File: config.mk
export PLATFORM = sky130hd
export DESIGN_NAME = fpu_op_sequencer
export DESIGN_NICKNAME = d
export VERILOG_FILES = /design/src/rtl/fpu_pkg.sv /design/src/rtl/fpu_op_sequencer.sv
export SDC_FILE = /design/constraint.sdc
export NUM_CORES = 1
export LEC_CHECK = 0
export CAP_MARGIN = 40
export CORE_MARGIN = 4
export CORE_UTILIZATION = 46
export CTS_BUF_LIST = sky130_fd_sc_hd__clkbuf_4 sky130_fd_sc_hd__clkbuf_8
export DETAILED_ROUTE_END_ITERATION = 8
export MAX_ROUTING_LAYER = met4
export PLACE_DENSITY = 0.88
export SYNTH_ARGS = -nofsm -noshare
export SYNTH_HDL_FRONTEND = slang
export SYNTH_SLANG_ARGS = --single-unit
File: constraint.sdc
create_clock -name clock_100KHz -period 3.6 [get_ports clock_100KHz]
set_input_delay 0.72 -clock clock_100KHz [delete_from_list [all_inputs] [get_ports clock_100KHz]]
set_output_delay 0.72 -clock clock_100KHz [all_outputs]
set_load 0.01 [all_outputs]
File: src/rtl/fpu_pkg.sv
// Shared FPU definitions: status codes, operand field widths, sequencer states.
// Used by fpu_op_sequencer (optional abort-on-timeout via FPU_SEQ_TIMEOUT_EN).
package fpu_pkg;

    localparam int SIGN_W = 1;
    localparam int EXP_W  = 10;
    localparam int MANT_W = 21;
    localparam int DATA_W = SIGN_W + EXP_W + MANT_W;
    localparam int STAT_W = 4;
    localparam int CNT_W  = 8;

    localparam logic [EXP_W-1:0] EXP_MAX = 10'h3FF;

    typedef enum logic [STAT_W-1:0] {
        FPU_WAIT      = 4'b0000,
        FPU_EXACT     = 4'b0001,
        FPU_OVERFLOW  = 4'b0010,
        FPU_UNDERFLOW = 4'b0100,
        FPU_INEXACT   = 4'b1000
    } fpu_status_e;

    typedef enum logic [2:0] {
        S_IDLE,
        S_LOAD,
        S_PULSE,
        S_WAIT,
        S_SETTLE,
        S_DONE
    } seq_state_e;

endpackage

File: src/rtl/fpu_op_sequencer.sv
// Drives one operand pair through a reset-pulsed FPU and captures the result.
// Define FPU_SEQ_TIMEOUT_EN to abort a WAIT that exceeds TIMEOUT_CYCLES.
module fpu_op_sequencer
    import fpu_pkg::*;
#(
    parameter int RST_PULSE_CYCLES = 2,
    parameter int SETTLE_CYCLES    = 3,
    parameter int TIMEOUT_CYCLES   = 64
) (
    input  logic              clock_100KHz,
    input  logic              reset,
    input  logic              in_valid,
    output logic              in_ready,
    input  logic [DATA_W-1:0] in_op_a,
    input  logic [DATA_W-1:0] in_op_b,
    output logic              fpu_rst_n,
    output logic [DATA_W-1:0] fpu_op_a,
    output logic [DATA_W-1:0] fpu_op_b,
    input  logic [STAT_W-1:0] fpu_status,
    input  logic [DATA_W-1:0] fpu_data,
    output logic              out_valid,
    input  logic              out_ready,
    output logic [DATA_W-1:0] out_data,
    output logic [STAT_W-1:0] out_status,
    output logic              busy,
    output logic              err_timeout
);

    localparam logic [CNT_W-1:0] PULSE_LD  = CNT_W'(RST_PULSE_CYCLES - 1);
    localparam logic [CNT_W-1:0] SETTLE_LD = CNT_W'(SETTLE_CYCLES - 1);
    localparam logic [CNT_W-1:0] WAIT_LD   = CNT_W'(TIMEOUT_CYCLES - 1);

    seq_state_e        state_q, state_d;
    logic [CNT_W-1:0]  cnt_q, cnt_d;
    logic [DATA_W-1:0] op_a_q, op_a_d;
    logic [DATA_W-1:0] op_b_q, op_b_d;
    logic [DATA_W-1:0] res_q, res_d;
    logic [STAT_W-1:0] stat_q, stat_d;
    logic              vld_q, vld_d;
    logic              rst_n_q, rst_n_d;
    logic              err_q, err_d;

    always_ff @(posedge clock_100KHz or negedge reset) begin
        if (!reset) begin
            state_q <= S_IDLE;
            cnt_q   <= '0;
            op_a_q  <= '0;
            op_b_q  <= '0;
            res_q   <= '0;
            stat_q  <= '0;
            vld_q   <= 1'b0;
            rst_n_q <= 1'b0;
            err_q   <= 1'b0;
        end else begin
            state_q <= state_d;
            cnt_q   <= cnt_d;
            op_a_q  <= op_a_d;
            op_b_q  <= op_b_d;
            res_q   <= res_d;
            stat_q  <= stat_d;
            vld_q   <= vld_d;
            rst_n_q <= rst_n_d;
            err_q   <= err_d;
        end
    end

    always_comb begin
        state_d = state_q;
        cnt_d   = cnt_q;
        op_a_d  = op_a_q;
        op_b_d  = op_b_q;
        res_d   = res_q;
        stat_d  = stat_q;
        err_d   = err_q;
        unique case (state_q)
            S_IDLE: begin
                if (in_valid) begin
                    op_a_d  = in_op_a;
                    op_b_d  = in_op_b;
                    state_d = S_LOAD;
                end
            end
            S_LOAD: begin
                cnt_d   = PULSE_LD;
                state_d = S_PULSE;
            end
            S_PULSE: begin
                if (cnt_q == '0) begin
                    cnt_d   = WAIT_LD;
                    state_d = S_WAIT;
                end else begin
                    cnt_d = cnt_q - 1'b1;
                end
            end
            S_WAIT: begin
                if (fpu_status != FPU_WAIT) begin
                    cnt_d   = SETTLE_LD;
                    state_d = S_SETTLE;
                end
`ifdef FPU_SEQ_TIMEOUT_EN
                else if (cnt_q == '0) begin
                    res_d   = '0;
                    stat_d  = FPU_WAIT;
                    err_d   = 1'b1;
                    state_d = S_DONE;
                end else begin
                    cnt_d = cnt_q - 1'b1;
                end
`endif
            end
            S_SETTLE: begin
                // Status may still refine during settle; sample on the last cycle
                if (cnt_q == '0) begin
                    res_d   = fpu_data;
                    stat_d  = fpu_status;
                    state_d = S_DONE;
                end else begin
                    cnt_d = cnt_q - 1'b1;
                end
            end
            S_DONE: begin
                if (out_ready) begin
                    state_d = S_IDLE;
                end
            end
            default: state_d = S_IDLE;
        endcase
        vld_d   = (state_d == S_DONE);
        rst_n_d = (state_d != S_PULSE);
    end

    assign in_ready   = (state_q == S_IDLE);
    assign busy       = (state_q != S_IDLE);
    assign fpu_rst_n  = rst_n_q;
    assign fpu_op_a   = op_a_q;
    assign fpu_op_b   = op_b_q;
    assign out_valid  = vld_q;
    assign out_data   = res_q;
    assign out_status = stat_q;
`ifdef FPU_SEQ_TIMEOUT_EN
    assign err_timeout = err_q;
`else
    assign err_timeout = 1'b0;
`endif

endmodule

==> metrics.md <==
| Metric | Value |
|---|---|
| Syn Area/Cell | `15.16 sq um` |
| Drt first pass iters | `4` |
| Total GRT Usage | `0.2187` |
| Status | `completed` |
| Max-Cap Viols | `0` |
| WP depth | `2` |
| WL/cell | `18.26 um` |
| Initial antenna violation count | `0` |
| Skew-Pair Late Insertion Delay | `420 ps` |
| Top Family by Delay on Critical Path | `buffers and inverters` |
| Core Region | `9729 sq um` |
| Drt initial violations | `128` |
| Synth warn | `0` |
| Setup crit end | `in_ready` |
| DIE AREA | `11650 sq um` |
| Clock sink count | `113` |
| DRC Markers | `0` |
| Sequential share of the synthesized area | `0.6155` |
| CP Cell Sequence | `nor3_1 > clkdlybuf4s50_1` |
| TritonCTS Buffers | `17` |
| Hpwl dp | `9.059 mm` |
| Slowest CP cell | `clkdlybuf4s50_1` |
| Initial Utilization | `0.4722` |
| Worst-path clk slew | `70 ps` |
| Post-synth ARST share | `1.000` |
| Io pins | `209` |
| CTS tree | `built` |
| Setup-failing EPs final | `0` |
| Total negative slack | `0 ps` |
| EDFF count, synth | `0` |
| Period utilization | `0.7242` |
| Non-Filler Instances | `663` |
| Hold_buf cts | `0` |
| Routability cong. | `0.9017` |
| Post-CTS Setup Bufs | `0` |
| Post-CTS sizing | `0` |
| RSZ-0062 raised after global routing | `no` |
| PortBufs | `207` |
| Clk_skew | `7.513 ps` |
| Die Y | `107.9 um` |
| Final hold viol count | `0` |
| First-pass GRT wire length | `18.83 mm` |
| CTS H-tree lvls | `4` |
| Slew @ Worst Pin | `783.8 ps` |
| CP Launch Type | `register` |
| R2R depth | `6` |
| Via/cell ratio | `5.155` |
| Leak | `3.018 nW` |
| Syn_nets | `409` |
| Top_reg_cell synth | `dfrtp_1` |
| Critical path class | `reg2out` |
| Critical Path Sink Type | `primary output` |
| Worst Hold Class | `in2async` |
| Total gr overflow | `0` |
| CP peak stage delay | `610 ps` |
| Post-Syn Area | `4594 sq um` |
| Reg-to-reg critical path endpoint | `cnt_q[1]` |
| CP Max Fanout | `12` |
| Net total in the final layout | `623` |
| Root Buffer | `clkbuf_8` |
| Fmax | `0.3836 GHz` |
| # diodes | `0` |
| FP Rows | `36` |
| Tmin final | `2607 ps` |
| Slew HR | `0.4775` |
| WP data arrival | `1890 ps` |
| R2R setup slack | `1410 ps` |
| Pwr dens | `927.6 nW/um^2` |
| Post-route ant nets | `0` |
| Placed cell count | `631` |
| Buf+Inv Stages, Crit Path | `1` |
| Critical Path Start | `state_q[0]` |
| Crit path required time | `2880 ps` |
| Maximum VDD drop | `0.0004322 V` |
| Filler cell count | `627` |
| Synthesized flop and latch total | `113` |
| Vias in the first global route | `3677` |
| Area of the multi-input gates | `1647 sq um` |
| Largest net degree at the start of global routing | `64` |
| Max Buffers Root-to-Sink | `2` |
| Die width | `107.9 um` |
| Aggregate routed wire length | `12.11 mm` |
| Register Area | `2828 sq um` |
| Post-Syn Instances | `303` |
| Layout cells sized above 1 | `0.2736` |
| Via count | `3418` |
| Area delta synth->final | `57.41%` |
| Reg-to-reg startpoint | `cnt_q[0]` |
| Fin. max-slew vios | `0` |
| Synth cell types | `48` |
registers in the layout, indices dropped and copies added (netlist names):
name and cells:
cnt_q 8, fpu_op_a 32, fpu_op_b 32, fpu_rst_n 1, out_data 32, out_status 4, out_valid 1, state_q 3
logic make-up (layout without fill, tap and decap cells):
| family | count (synthesis) | in the layout | share of synthesized area |
|---|---|---|---|
| AO/OA/AOI/OAI | 27 | 27 | 0.04521 |
| XOR/XNOR | 1 | 1 | 0.001907 |
| adder cells (fa/ha/maj) | 2 | 2 | 0.005446 |
| buffers and inverters | 21 | 248 | 0.02641 |
| other | 1 | 1 | 0.0008162 |
| AND/OR/NAND/NOR | 37 | 37 | 0.05638 |
| multiplexers | 101 | 101 | 0.2484 |
| flip-flops | 113 | 113 | 0.6155 |
layer usage:
metal / GRT usage / vias to the layer above / part of all wire
met3: 0.07045 / 29 / 0.078
li1: - / 1530 / -
met5: - / - / 0
met2: 0.3717 / 170 / 0.52
met1: 0.2411 / 1689 / 0.38
met4: 0.08115 / 0 / 0.021
area by class of cell:
class / instances / area share
Clock buffer: 23 / 0.04118
Sequential cell: 113 / 0.3910
Multi-Input combinational cell: 169 / 0.2277
Inverter: 6 / 0.003114
Clock inverter: 9 / 0.02128
Tap cell: 133 / 0.02301
Timing Repair Buffer: 210 / 0.2927
stage by stage:
stage,hold WS (ps),setup WS (ps),util,area [sq um],power [mW]
4_1_cts,377.1,937.6,0.7433,7232,6.780
3_5_place_dp,490.2,1039,0.6969,6780,5.420
3_3_place_gp,476.8,1100,0.6969,6780,5.267
6_report,365.6,992.9,0.7433,7232,6.708
5_1_grt,410.8,831.7,0.7433,7232,7.096
2_1_floorplan,424.4,1555,-,4594,3.784
worst register-to-register path: stages (launching register included):
cell and delay [ps]:
dfrtp_1 420, inv_1 130, ha_1 210, or4b_4 500
o211ai_4 270, and2_4 250, mux2_4 300
how the worst min path moves through the flow:
| stage | from | to | slack [ps] | cells past startpoint |
|---|---|---|---|---|
| after floorplan | reset | cnt_q[0] | 420 | 0 |
| after global placement | out_data[8] | out_data[8] | 480 | 1 |
| after detailed placement | out_data[8] | out_data[8] | 490 | 1 |
| after CTS | reset | fpu_op_b[0] | 380 | 1 |
| after global routing | reset | fpu_op_b[0] | 410 | 1 |
| final | reset | fpu_op_b[0] | 370 | 1 |
report_power, final:
part / total (mW) / internal [mW] / switching (mW)
clock network: 1.33 / 0.832 / 0.496
logic: 3.08 / 1.88 / 1.20
registers: 2.30 / 1.91 / 0.390
cells in the mapped netlist, types with 3 or more instances:
library cell | count | area, sq um
a21oi_1 | 3 | 15.01
dfrtp_1 | 113 | 2828
buf_4 | 6 | 45.04
buf_2 | 7 | 35.03
mux2_2 | 99 | 1115
a31oi_1 | 6 | 37.54
o22a_1 | 4 | 35.03
nand3_1 | 4 | 20.02
inv_1 | 6 | 22.52
nor3_1 | 4 | 20.02
nor2b_1 | 3 | 18.77
nor2_1 | 6 | 22.52
layout by cell type, fill, tap and decap left out, drive strengths merged, types with 2 or more instances in the layout:
cell type,instances
clkinvlp,2
nand3,4
o211ai,2
nor3,5
nand4,2
nand2,2
or4b,3
nor2b,3
a31oi,6
clkdlybuf4s50,206
a32oi,2
buf,4
clkbuf,23
bufinv,4
dfrtp,113
clkinv,3
nand3b,2
o21ai,2
ha,2
mux2,101
o22a,4
nor2,6
a21oi,3
inv,6
and2,2
Power figures use the tool's default switching activity.
==> variant 1 (same settings) <==
Re-encode `seq_state_e` (6 states) as Gray code, 3 bits wide.
--- a/src/rtl/fpu_pkg.sv
+++ b/src/rtl/fpu_pkg.sv
@@ -20,12 +20,12 @@
     } fpu_status_e;
 
     typedef enum logic [2:0] {
-        S_IDLE,
-        S_LOAD,
-        S_PULSE,
-        S_WAIT,
-        S_SETTLE,
-        S_DONE
+        S_IDLE   = 3'b000,
+        S_LOAD   = 3'b001,
+        S_PULSE  = 3'b011,
+        S_WAIT   = 3'b010,
+        S_SETTLE = 3'b110,
+        S_DONE   = 3'b111
     } seq_state_e;
 
 endpackage
Check against the original RTL: same outputs for any inputs over 10 cycles, from zero or initial values and one cycle with reset low; not proved beyond that.
==> variant 1 against the unedited design <==
- total power is 3.2% lower
- global-route usage is 0.77 points lower
- area after synthesis is 0.41% lower
- via count is 2.3% lower
- non-clock buffer count stayed put
- first-iteration DRC count is 8.6% lower
- routed wire length is 3.6% lower
- design area is 0.50% lower
- register-to-register slack worse by 0.16 ns
- sequential cell count stayed put
- die area is 0.38% lower
- worst hold slack worse by 0.031 ns
- setup slack worse by 0.20 ns
- clock power is 4% lower
- largest cell class unchanged
==> variant 1: results (changes against the unedited design) <==
The run finished with clean final reports. The logs give 0.228 (-0.0130) for the met1 usage in global routing and 1620 sq um (-1.4%) for the area occupied by multi-input gates. The count of non-CTS inverters in the layout was 8 (+2).

The synthesized-area fraction occupied by adder cells is 0.00547 (+0.0000223), and the wire length reported by the detailed router is 11.7 mm (-3.6%). The vias per cell works out to 5.03 (-2.4%). Yosys attributes the largest share of cell area to sky130_fd_sc_hd__dfrtp_1, sky130_fd_sc_hd__mux2_2, sky130_fd_sc_hd__mux2_1, sky130_fd_sc_hd__buf_2, sky130_fd_sc_hd__nand2_1. By count the netlist is led by sky130_fd_sc_hd__dfrtp_1, sky130_fd_sc_hd__mux2_2, sky130_fd_sc_hd__buf_2, sky130_fd_sc_hd__nand2_1, sky130_fd_sc_hd__inv_1.

For the worst setup slack before clock tree synthesis, the log shows 0.823 ns (-0.216 ns). Total cell area at the placement stage: 6770 sq um (-0.22%). The signal arrival time at the worst endpoint was 2.09 ns (+0.20 ns); the global routing usage on met3 was 0.0780 (+0.00754). The amount of wire on met3 after detailed routing was 1.05 mm (+11%).

The logs give 8.75 mm (-3.4%) for the placed wire-length estimate after detailed placement and 625 (+0.32%) for the final net count. Met2 track utilization from global routing: 0.361 (-0.0111). The fraction of the yosys area taken by sequential cells is 0.618 (+0.00252). The total of fill cells in the finished design is 658 (+4.9%), and the maximum net fanout on the critical path is 19 (+7). The number of cells in the finished layout apart from fillers was 664 (+0.15%); the share of the synthesized area in the top cell type was 0.618 (+0.00252). The net switching share of the total power was 0.309 (-0.00251); the portion of total power attributed to the clock network was 0.196 (-0.002).

For the maximum clock frequency, the log shows 356 MHz (-7.1%). The tools report the die footprint as 11600 sq um (-0.38%). The buffering overhead is 0.294 (+0.00148). The run gives 2.99 nW (-1.0%) as the leakage power of the design. The worst-margin pin slew came out at 0.765 ns (-0.0187 ns).

The clock tree skew after final layout is 0.00818 ns (+0.000668 ns), and the final non-filler cell area is 7200 sq um (-0.50%). The startpoint identified for the worst register-to-register timing path is cnt_q[3]. The total design power was 0.00650 W (-3.2%); the mux cell area share after synthesis was 0.251 (+0.00239). The critical path starts at state_q[1]. The worst hold margin is 0.335 ns (-0.0307 ns). The logs give 0.00292 W (-5%) for the power in combinational cells and 65 (+1.6%) for the largest net degree at the start of global routing. The run gives 117 (-8.6%) as the DRC violation total after the first TritonRoute iteration.
variant 1: cell count changes in the layout (fill, tap and decap cells not counted), moves of 3 or more:
cell / unedited run / this run
sky130_fd_sc_hd__a31oi_1: 6 / 0
sky130_fd_sc_hd__clkinv_2: 2 / 5
sky130_fd_sc_hd__mux2_1: 1 / 5
sky130_fd_sc_hd__mux2_2: 99 / 96
sky130_fd_sc_hd__nand2_1: 2 / 9
sky130_fd_sc_hd__nand3_1: 4 / 1
sky130_fd_sc_hd__o22a_1: 4 / 0
sky130_fd_sc_hd__or3_1: 0 / 3
variant 1: kinds of logic after synthesis:
group | count (synthesis)
flops | 113
mux | 102
simple gates | 37
buf+inv | 27
compound gates | 26
fa+ha+maj | 2
other cells | 1
xor+xnor | 1
variant 1: critical path: stages (launching register included):
cell	delay, ns
sky130_fd_sc_hd__dfrtp_1	0.59
sky130_fd_sc_hd__or3_1	0.47
sky130_fd_sc_hd__inv_1	0.08
sky130_fd_sc_hd__clkdlybuf4s50_1	0.53
==> variant 2 (same flow settings) <==
Without the edit above. Build with the macro `FPU_SEQ_TIMEOUT_EN` defined.
--- a/src/rtl/fpu_op_sequencer.sv
+++ b/src/rtl/fpu_op_sequencer.sv
@@ -1,5 +1,7 @@
 // Drives one operand pair through a reset-pulsed FPU and captures the result.
 // Define FPU_SEQ_TIMEOUT_EN to abort a WAIT that exceeds TIMEOUT_CYCLES.
+`define FPU_SEQ_TIMEOUT_EN
+
 module fpu_op_sequencer
     import fpu_pkg::*;
 #(
Check against the original RTL: same outputs for any inputs over 10 cycles, from zero or initial values and one cycle with reset low; that may be too few to reach the edited logic, so the function may still have changed.
==> variant 2 against the unedited design <==
- setup slack got worse by 0.14 ns
- total power decreased by 4.9%
- die area increased by 0.85%
- clock skew increased by 0.0078 ns
- area after synthesis increased by 0.93%
- sequential cell count increased by 1
- combinational power decreased by 7.5%
- design area decreased by 0.16%
- synthesized cell count increased by 7.6%
- routed wire length increased by 11%
- first-iteration DRC count increased by 100%
==> variant 2: results (changes against the unedited design) <==
The run finished with clean final reports. For the peak supply drop, the log shows 470 uV (+8.8%). The min-delay analysis places its worst path in the category input port to async pin. The clock latency on the worst-skew pair is 0.42 ns (about the same), and the final net count is 646 (+3.7%). The cell with the biggest individual delay on the critical path is sky130_fd_sc_hd__clkdlybuf4s50_1.

The number of detailed-routing iterations run before antenna repair was 4 (unchanged); the wire length of the first global-routing pass was 20.5 mm (+9.1%). The tools report the post-cts repair resize count as 0 (unchanged). The net count after synthesis is 433 (+5.9%), and the worst-margin pin slew is 0.697 ns (-0.0869 ns).

The leakage power of the design is 3.06 nW (+1.4%). The post-CTS setup buffer count was 0 (unchanged); the share of final-layout standard cells stronger than drive strength 1 was 0.197 (-0.0761). Sorting the synthesized cells by how often they occur yields sky130_fd_sc_hd__dfrtp_1, sky130_fd_sc_hd__mux2_2, sky130_fd_sc_hd__a22o_1, sky130_fd_sc_hd__inv_1, sky130_fd_sc_hd__o21ai_0. The number of diodes was 0 (unchanged). The tools report the placed wire-length estimate after detailed placement as 9.95 mm (+9.8%). The count of warnings emitted by yosys is 0 (unchanged), and the count of H-tree levels built during CTS is 4 (unchanged). The clock-pin slew of the registers on the worst-case setup and hold paths is 0.07 ns (about the same), and the fraction of the yosys area taken by sequential cells is 0.615 (about the same). For the clock tree skew after final layout, the log shows 0.0153 ns (+0.00779 ns).

The DRC violation total after the first TritonRoute iteration was 261 (+100%); the total global-route track usage was 0.235 (+0.0162). The number of cells in the finished layout apart from fillers came out at 685 (+3.3%). Final hold violation count: 0 (unchanged).

The most used flip-flop cell after synthesis is sky130_fd_sc_hd__dfrtp_1. The vias per cell came out at 5.36 (+3.9%). The number of enable flip-flop cells after synthesis was 0 (unchanged); the number of antenna violations at the first check in global routing was 0 (unchanged). The signal arrival time at the worst endpoint is 2.03 ns (+0.14 ns), and the routability-driven placement congestion ratio is 0.908 (+0.71%). The tools report the cell at the root of the clock tree as sky130_fd_sc_hd__clkbuf_8. The fraction of registers with async set or reset after synthesis is 1.00 (unchanged). The via count of the first global-routing pass is 3886 (+5.7%). The number of buffers inserted during clock tree synthesis is 17 (unchanged). For this run, the slowest stage of the critical path takes 0.62 ns. The distinct cell type count of the synthesized netlist was 43 (-10%); the maximum net fanout on the critical path was 16 (+4). The largest net degree at the start of global routing came out at 62 (-3.1%). The logs give 13.5 mm (+11%) for the wire length reported by the detailed router and 326 (+7.6%) for the count of mapped cells out of synthesis. Maximum count of clock buffers along a single path: 2 (unchanged). The number of port buffers was 208 (+0.48%). By area the synthesized netlist is led by sky130_fd_sc_hd__dfrtp_1, sky130_fd_sc_hd__mux2_2, sky130_fd_sc_hd__a22o_1, sky130_fd_sc_hd__buf_6, sky130_fd_sc_hd__a31oi_1.
[variant 2: cell count changes after synthesis, moves of 5 or more]
cell | before | now
sky130_fd_sc_hd__a22o_1 | 0 | 36
sky130_fd_sc_hd__mux2_2 | 99 | 64
sky130_fd_sc_hd__o21ai_0 | 2 | 10
sky130_fd_sc_hd__buf_6 | 0 | 6
sky130_fd_sc_hd__nand2_1 | 2 | 8
sky130_fd_sc_hd__buf_2 | 7 | 2
[variant 2: logic make-up after synthesis]
group | Yosys count | share of synthesized area
flip-flops | 114 | 0.615
XOR/XNOR | 3 | 0.00567
AO/OA/AOI/OAI | 77 | 0.128
adder cells (fa/ha/maj) | 3 | 0.00810
AND/OR/NAND/NOR | 37 | 0.0502
multiplexers | 64 | 0.155
buffers and inverters | 28 | 0.0375
[variant 2: cell type report]
type	count	area (sq um)
Clock buffer	18	241
Clock inverter	14	178
Fill cell	627	2550
Inverter	11	43.8
Multi-Input combinational cell	184	1610
Sequential cell	114	2850
Tap cell	133	166
Timing Repair Buffer	211	2130
[variant 2: per-layer routing]
layer | GRT usage | vias up | wire length (um)
li1 | - | 1640 | -
met1 | 0.264 | 1826 | 5040
met2 | 0.399 | 173 | 7020
met3 | 0.0710 | 31 | 1090
met4 | 0.0803 | 0 | 322
met5 | - | - | 0
[variant 2: power breakdown]
group	switching, W	internal (W)	leakage, nW
sequential	0.000394	0.00187	1.42
clock	0.000565	0.000702	0.200
combinational	0.00115	0.00170	1.44
total	0.00211	0.00427	3.06
[variant 2: stage by stage]
stage                util  setup WS, ns  instance area (sq um)
floorplan               -          1.52                   4640
global placement    0.696         0.948                   6800
detailed placement  0.696         0.876                   6800
CTS                 0.739         0.843                   7220
global route        0.739         0.746                   7220
finish              0.739         0.851                   7220
[variant 2: critical path: cells and delay by family, from the launching register on]
family	cells	cell delay (ns)
buf+inv	1	0.62
flops	1	0.57
simple gates	1	0.44
[variant 2: worst paths after layout]
check	end	depth (start not counted)	slack [ns]	from
setup / recovery	in_ready	2	0.85	state_q[0]
hold / removal	fpu_op_b[22]	1	0.35	reset
setup reg to reg	cnt_q[0]	10	1.21	cnt_q[0]
hold reg to reg	fpu_op_a[6]	1	0.50	fpu_op_a[6]
max in group asynchronous	fpu_op_a[25]	2	2.50	reset
min in group clock_100KHz	fpu_op_a[6]	1	0.50	fpu_op_a[6]
